$ cat src/rtl/memtrace_pkg.sv
// memtrace_pkg: shared definitions for the memory-trace lane serializer.
//   - Default lane-field widths (DATA_WIDTH, LOGSIZE_WIDTH).
//   - Serializer FSM state encoding.
//   - lane_lo(): bit offset of a lane inside a packed multi-lane bus.
package memtrace_pkg;

  localparam int unsigned DATA_WIDTH    = 64;
  localparam int unsigned LOGSIZE_WIDTH = 8;

  typedef enum logic [2:0] {
    IDLE,
    ISSUE,
    WAIT,
    COMPLETE,
    DONE
  } state_e;

  // Lane g of a packed bus occupies [width*(g+1)-1 : width*g].
  function automatic int unsigned lane_lo(input int unsigned lane, input int unsigned width);
    return lane * width;
  endfunction

endpackage

$ cat src/rtl/memtrace_lane_picker.sv
// memtrace_lane_picker: combinational lowest-set-bit priority encoder.
// Ports:
//   i_mask  in   NUM_LANES  candidate lanes (valid & ~issued)
//   o_idx   out  TAG_WIDTH  index of the lowest set bit (0 when none)
//   o_any   out  1          at least one bit of i_mask is set
module memtrace_lane_picker #(
  parameter int unsigned NUM_LANES = 4,
  parameter int unsigned TAG_WIDTH = 2
) (
  input  logic [NUM_LANES-1:0] i_mask,
  output logic [TAG_WIDTH-1:0] o_idx,
  output logic                 o_any
);

  // Scan from the top down so the lowest set bit is the last one written.
  always_comb begin
    o_idx = '0;
    o_any = 1'b0;
    for (int i = NUM_LANES - 1; i >= 0; i--) begin
      if (i_mask[i]) begin
        o_idx = TAG_WIDTH'(i);
        o_any = 1'b1;
      end
    end
  end

endmodule

$ cat src/rtl/memtrace_lane_serializer.sv
// memtrace_lane_serializer: consumer end of the multi-lane memory-trace interface.
// Captures one per-lane request bundle, issues its valid lanes in ascending lane order on a
// single tagged memory port (tag = lane id), gathers possibly out-of-order responses, then
// reports the finished batch with its load data. Once the trace-finished flag has been seen
// and the last batch has drained, all_done is raised and held until reset.
// Ports:
//   clock, reset                    clock; synchronous active-high reset
//   trace_read_*                    bundle input (ready/valid mask, packed lane fields, finished)
//   mem_req_*                       tagged request port (valid/ready handshake)
//   mem_resp_*                      tagged response port (valid/ready handshake)
//   batch_done/mask/load_data       one-cycle completion report
//   all_done                        sticky: finished seen and all batches drained
//   err_spurious                    sticky: response for a tag that was not pending
//   req_count                       total requests issued (wraps)
module memtrace_lane_serializer
  import memtrace_pkg::*;
#(
  parameter int unsigned NUM_LANES     = 4,
  parameter int unsigned DATA_WIDTH    = memtrace_pkg::DATA_WIDTH,
  parameter int unsigned LOGSIZE_WIDTH = memtrace_pkg::LOGSIZE_WIDTH,
  parameter int unsigned TAG_WIDTH     = (NUM_LANES > 1) ? $clog2(NUM_LANES) : 1
) (
  input  logic                            clock,
  input  logic                            reset,
  output logic                            trace_read_ready,
  input  logic [NUM_LANES-1:0]            trace_read_valid,
  input  logic [DATA_WIDTH*NUM_LANES-1:0] trace_read_address,
  input  logic [NUM_LANES-1:0]            trace_read_is_store,
  input  logic [LOGSIZE_WIDTH*NUM_LANES-1:0] trace_read_size,
  input  logic [DATA_WIDTH*NUM_LANES-1:0] trace_read_data,
  input  logic                            trace_read_finished,
  output logic                            mem_req_valid,
  input  logic                            mem_req_ready,
  output logic [DATA_WIDTH-1:0]           mem_req_addr,
  output logic [DATA_WIDTH-1:0]           mem_req_data,
  output logic                            mem_req_is_store,
  output logic [LOGSIZE_WIDTH-1:0]        mem_req_size,
  output logic [TAG_WIDTH-1:0]            mem_req_tag,
  input  logic                            mem_resp_valid,
  output logic                            mem_resp_ready,
  input  logic [TAG_WIDTH-1:0]            mem_resp_tag,
  input  logic [DATA_WIDTH-1:0]           mem_resp_data,
  output logic                            batch_done,
  output logic [NUM_LANES-1:0]            batch_mask,
  output logic [DATA_WIDTH*NUM_LANES-1:0] batch_load_data,
  output logic                            all_done,
  output logic                            err_spurious,
  output logic [31:0]                     req_count
);

  state_e r_state, w_state_d;

  logic [NUM_LANES-1:0]     r_valid;
  logic [NUM_LANES-1:0]     r_issued;
  logic [NUM_LANES-1:0]     r_pending;
  logic [NUM_LANES-1:0]     r_is_store;
  logic [DATA_WIDTH-1:0]    r_addr  [NUM_LANES];
  logic [DATA_WIDTH-1:0]    r_wdata [NUM_LANES];
  logic [DATA_WIDTH-1:0]    r_ldata [NUM_LANES];
  logic [LOGSIZE_WIDTH-1:0] r_size  [NUM_LANES];
  logic                     r_finished;
  logic                     r_err;
  logic [31:0]              r_req_count;

  logic                 w_capture;
  logic [TAG_WIDTH-1:0] w_idx;
  logic                 w_any;
  logic                 w_req_fire;
  logic                 w_resp_fire;
  logic                 w_spurious;
  logic                 w_last_issue;
  logic [NUM_LANES-1:0] w_sel_bit;
  logic [NUM_LANES-1:0] w_resp_bit;
  logic [NUM_LANES-1:0] w_resp_clr;
  logic [NUM_LANES-1:0] w_pending_d;

  memtrace_lane_picker #(
    .NUM_LANES (NUM_LANES),
    .TAG_WIDTH (TAG_WIDTH)
  ) u_picker (
    .i_mask (r_valid & ~r_issued),
    .o_idx  (w_idx),
    .o_any  (w_any)
  );

  assign trace_read_ready = (r_state == IDLE);
  assign mem_req_valid    = (r_state == ISSUE) && w_any;
  assign mem_resp_ready   = (r_state == ISSUE) || (r_state == WAIT);
  assign batch_done       = (r_state == COMPLETE);
  assign all_done         = (r_state == DONE);
  assign err_spurious     = r_err;
  assign req_count        = r_req_count;

  assign w_capture   = trace_read_ready && (|trace_read_valid);
  assign w_req_fire  = mem_req_valid && mem_req_ready;
  assign w_resp_fire = mem_resp_valid && mem_resp_ready;

  // One-hot decodes of the lane being presented and of the response tag.
  always_comb begin
    w_sel_bit  = '0;
    w_resp_bit = '0;
    for (int i = 0; i < NUM_LANES; i++) begin
      w_sel_bit[i]  = mem_req_valid && (w_idx == TAG_WIDTH'(i));
      w_resp_bit[i] = (mem_resp_tag == TAG_WIDTH'(i));
    end
  end

  // Pending is tested on the registered value, so a response for the lane being issued in the
  // same cycle is not matched and is treated as spurious.
  assign w_resp_clr  = w_resp_fire ? (w_resp_bit & r_pending) : '0;
  assign w_pending_d = (r_pending | (w_req_fire ? w_sel_bit : '0)) & ~w_resp_clr;
  assign w_spurious  = (w_resp_fire && ((w_resp_bit & r_pending) == '0)) ||
                       (mem_resp_valid && ((r_state == IDLE) || (r_state == DONE)));
  assign w_last_issue = w_req_fire && ((r_valid & ~r_issued & ~w_sel_bit) == '0);

  // Request fields of the presented lane; zero when no request is offered.
  always_comb begin
    mem_req_addr     = '0;
    mem_req_data     = '0;
    mem_req_is_store = 1'b0;
    mem_req_size     = '0;
    mem_req_tag      = '0;
    if (mem_req_valid) begin
      mem_req_tag = w_idx;
      for (int i = 0; i < NUM_LANES; i++) begin
        if (w_sel_bit[i]) begin
          mem_req_addr     = r_addr[i];
          mem_req_data     = r_wdata[i];
          mem_req_is_store = r_is_store[i];
          mem_req_size     = r_size[i];
        end
      end
    end
  end

  // Completion report is only driven during the COMPLETE cycle.
  always_comb begin
    batch_mask      = '0;
    batch_load_data = '0;
    if (r_state == COMPLETE) begin
      batch_mask = r_valid;
      for (int i = 0; i < NUM_LANES; i++) begin
        batch_load_data[lane_lo(unsigned'(i), DATA_WIDTH) +: DATA_WIDTH] = r_ldata[i];
      end
    end
  end

  always_comb begin
    w_state_d = r_state;
    unique case (r_state)
      IDLE: begin
        if (w_capture) begin
          w_state_d = ISSUE;
        end else if (trace_read_finished || r_finished) begin
          w_state_d = DONE;
        end
      end
      ISSUE: begin
        if (w_last_issue || !w_any) begin
          w_state_d = (w_pending_d == '0) ? COMPLETE : WAIT;
        end
      end
      WAIT: begin
        if (w_pending_d == '0) begin
          w_state_d = COMPLETE;
        end
      end
      COMPLETE: w_state_d = r_finished ? DONE : IDLE;
      DONE:     w_state_d = DONE;
      default:  w_state_d = IDLE;
    endcase
  end

  always_ff @(posedge clock) begin
    if (reset) begin
      r_state     <= IDLE;
      r_valid     <= '0;
      r_issued    <= '0;
      r_pending   <= '0;
      r_is_store  <= '0;
      r_finished  <= 1'b0;
      r_err       <= 1'b0;
      r_req_count <= '0;
      for (int i = 0; i < NUM_LANES; i++) begin
        r_addr[i]  <= '0;
        r_wdata[i] <= '0;
        r_ldata[i] <= '0;
        r_size[i]  <= '0;
      end
    end else begin
      r_state   <= w_state_d;
      r_pending <= w_pending_d;

      if (trace_read_ready && trace_read_finished) begin
        r_finished <= 1'b1;
      end

      if (w_spurious) begin
        r_err <= 1'b1;
      end

      if (w_capture) begin
        r_valid    <= trace_read_valid;
        r_issued   <= '0;
        r_is_store <= trace_read_is_store;
        for (int i = 0; i < NUM_LANES; i++) begin
          r_addr[i]  <= trace_read_address[lane_lo(unsigned'(i), DATA_WIDTH) +: DATA_WIDTH];
          r_wdata[i] <= trace_read_data[lane_lo(unsigned'(i), DATA_WIDTH) +: DATA_WIDTH];
          r_size[i]  <= trace_read_size[lane_lo(unsigned'(i), LOGSIZE_WIDTH) +: LOGSIZE_WIDTH];
          r_ldata[i] <= '0;
        end
      end else if (w_req_fire) begin
        r_issued    <= r_issued | w_sel_bit;
        r_req_count <= r_req_count + 32'd1;
      end

      // Store lanes keep a zero slot; response data for them is dropped.
      for (int i = 0; i < NUM_LANES; i++) begin
        if (w_resp_clr[i] && !r_is_store[i]) begin
          r_ldata[i] <= mem_resp_data;
        end
      end
    end
  end

endmodule

$ cat config.mk
export PLATFORM = sky130hd
export DESIGN_NAME = memtrace_lane_serializer
export DESIGN_NICKNAME = d
export VERILOG_FILES = /design/src/rtl/memtrace_pkg.sv /design/src/rtl/memtrace_lane_picker.sv /design/src/rtl/memtrace_lane_serializer.sv
export SDC_FILE = /design/constraint.sdc
export NUM_CORES = 1
export LEC_CHECK = 0
export ABC_AREA = 1
export BUFFER_PORTS_ARGS = -buffer_cell sky130_fd_sc_hd__buf_2
export CAP_MARGIN = 20
export CORE_AREA = 2 2 417 419
export DETAILED_ROUTE_END_ITERATION = 10
export DIE_AREA = 0 0 419 421
export PLACE_DENSITY = 0.38
export SETUP_SLACK_MARGIN = 0.3
export SYNTH_ARGS = -nofsm -noshare
export SYNTH_HDL_FRONTEND = slang
export SYNTH_SLANG_ARGS = --single-unit
$ cat constraint.sdc
create_clock -name clock -period 19.7 [get_ports clock]
set_input_delay 1.97 -clock clock [delete_from_list [all_inputs] [get_ports clock]]
set_output_delay 1.97 -clock clock [all_outputs]
set_load 0.01 [all_outputs]
==> impl_metrics.toml <==
[sta]
timing.final.ws_setup_ns = 13.03
fin_hold_ws_ns = 0.458
fin_tns_setup_ns = 0
tightest_slew_ns = 1.10
slew_headroom = 0.268
drv_slew = 0
final.period_utilization = 0.338
skew_ns = 0.0443
finalSetupViolations = 0
layout_min_cycle_time_ns = 6.67
fmax_mhz = 150
finalHoldViolCount = 0
grt_setup_unrepaired = "false"

[routing]
drt.antenna.violating_nets = 0
drtIter0Drc = 1992
drc = 0
via_count = 32100
wl_mm = 170
wl_per_cell_um = 22.4
vias_per_cell = 4.21
drt_pass1_iterations = 5

[critical_path]
reg2regPathDepth = 10
crit_chain = "inv_1, nand2_2, nand3_2, buf_4, inv_6, buf_4, a21oi_1, o21ai_0, nand2_1, a21oi_1, buf_2"
cp_max_fo = 75
critical_path_class = "reg2out"
cp.arrival_ns = 4.70
worstPathRequired_ns = 17.73
critical_path.slowest_cell = "buf_4"
worstSetupStartpointType = "flop"
crit_path_end_kind = "output pin"
worstReg2RegStart = "r_state[0]"
r2r_end = "r_wdata[3][54]"
regToRegSetupSlack_ns = 14.97
max_stage_delay_ns = 0.75

[worst_hold_path]
min_path_cells = 2
hp-start = "r_issued[1]"
hold_class = "reg2reg"
min_to = "r_issued[1]"

[yosys]
netlist_instances = 4201
ys_seq_area_frac = 0.631
async_flop_share = 0
ys_ff_latch = 853
synth_xor_area_frac = 0.00294
postSynthAreaPerCell_sq_um = 9.22
ys_types = 43
yosysWarnings = 0
synth.most_common_cell = "nor2_1"
synth_fa_ha_area_frac = 0.000323
synth_top_family_by_area = "simple AND/OR/NAND/NOR gates"
syn_area_sq_um = 38700
yosys.area_share.simple = 0.160
synth-edff-count = 736
muxShareOfSynthArea = 0
synth_area_leader_cell = "edfxtp_1"
synth_area_leaders = "edfxtp_1, nor2_1, inv_1"
synthFlopType = "edfxtp_1"
ys_top_cells_by_count = "nor2_1, inv_1, edfxtp_1"
synth.top_cell.area_share = 0.570
synth-compound-area-share = 0.0883
syn-num-nets = 4825

[layout]
n_fill_cell = 18900
final_area_sq_um = 49900
final_cell_count_no_fill = 7617
drive_gt1_frac = 0.250
utilization = 0.289
area_growth_pct = 28.8
num-nets-final = 5795

[floorplanning]
die_area_sq_um = 176000
core_sq_um = 172000
boundaryPins = 1060
rows = 153
die_y_um = 421
die_w_um = 419
start_util = 0.225

[grt]
grt_pass1_wl_mm = 237
grt_usage = 0.188
antenna_found_initial = 134
grt_overflow = 0
grt_pass1_vias = 32000
grt_max_degree = 149

[clocking]
cts_root_buf = "clkbuf_16"
cts_tree = "built"
ctsLongestPathBuffers = 3
clkLatencyLatePin_ns = 0.74
clkSinkCount = 853
h-tree-depth = 3
cts_setup_buffers = 0
cts_resized = 0
clk_pin_slew_ns = 0.06
cts_made_buffers = 106
hold_buffers = 0

[placed_design]
port_buffers = 1059
dp_hpwl_mm = 120
place_congestion = 0.847
placed_cell_area_sq_um = 46400
dp_cells = 7386
dp_slack_ns = 12.51

[power_and_ir_drop]
ir_drop_mv = 0.0718
power.density_nw_per_um2 = 133
leakagePower_nw = 24.1
design_power_total_mw = 6.62

[run_status]
status = "complete, no violations"

[flow_run]
maxCapViolCount = 0
[worst max-delay path: cells and delay by family, from the launching register on]
family          cells  cell delay, ns
buf+inv             5            2.08
simple gates        3            0.74
compound gates      3            0.66
flops               1            0.30
[area by class of cell]
| cell class | instances | area (sq um) | area share |
|---|---|---|---|
| flip-flops and latches | 853 | 24400 | 0.490 |
| multi-input cells | 2168 | 9830 | 0.197 |
| repair buffers | 1097 | 5680 | 0.114 |
| inverters | 945 | 3560 | 0.0714 |
| clock buffers | 139 | 2910 | 0.0583 |
| well taps | 2325 | 2910 | 0.0583 |
| clock inverters | 51 | 468 | 0.00938 |
| diodes | 39 | 97.6 | 0.00196 |
[worst max path at each step]
stage,start,to,cells after the start
2_1_floorplan,trace_read_valid[1],r_addr[0][0],7
3_3_place_gp,reset,r_wdata[0][62],7
3_5_place_dp,reset,r_wdata[3][45],7
4_1_cts,r_issued[0],mem_req_data[63],11
5_1_grt,r_issued[0],mem_req_data[63],10
6_report,r_issued[0],mem_req_data[63],11
[power by group]
group          switching [mW]  total (mW)  internal (mW)
sequential              0.199        3.00           2.80
clock                   0.825        1.94           1.12
combinational            1.26        1.69          0.422
[kinds of logic (layout without fill, tap and decap cells)]
logic type,Yosys count,after routing
flops,853,853
simple gates,1566,1566
buf+inv,1180,2232
other cells,0,39
compound gates,588,588
xor+xnor,13,13
fa+ha+maj,1,1
[layout by cell type (no fill, tap or decap), drive strengths merged, types with 39 or more instances in the layout]
| master | count |
|---|---|
| nor2 | 1192 |
| buf | 1097 |
| inv | 949 |
| edfxtp | 736 |
| a21oi | 307 |
| nand2 | 284 |
| o21ai | 144 |
| clkbuf | 139 |
| dfxtp | 117 |
| o221ai | 80 |
| diode | 39 |
[state kept, by name, indices dropped and copies added (netlist names)]
signal        cells
r_addr          256
r_ldata         256
r_wdata         256
r_size           32
req_count        32
r_is_store        4
r_issued          4
r_pending         4
r_valid           4
r_state           3
err_spurious      1
r_finished        1
[metal layers]
metal / global-route usage / up-vias / share of wire
li1: - / 15200 / -
met1: 0.226 / 15600 / 0.41
met2: 0.331 / 858 / 0.50
met3: 0.0392 / 363 / 0.050
met4: 0.0594 / 70 / 0.031
met5: 0 / - / 0.0026
No activity file was read; power rests on OpenSTA's default activity.
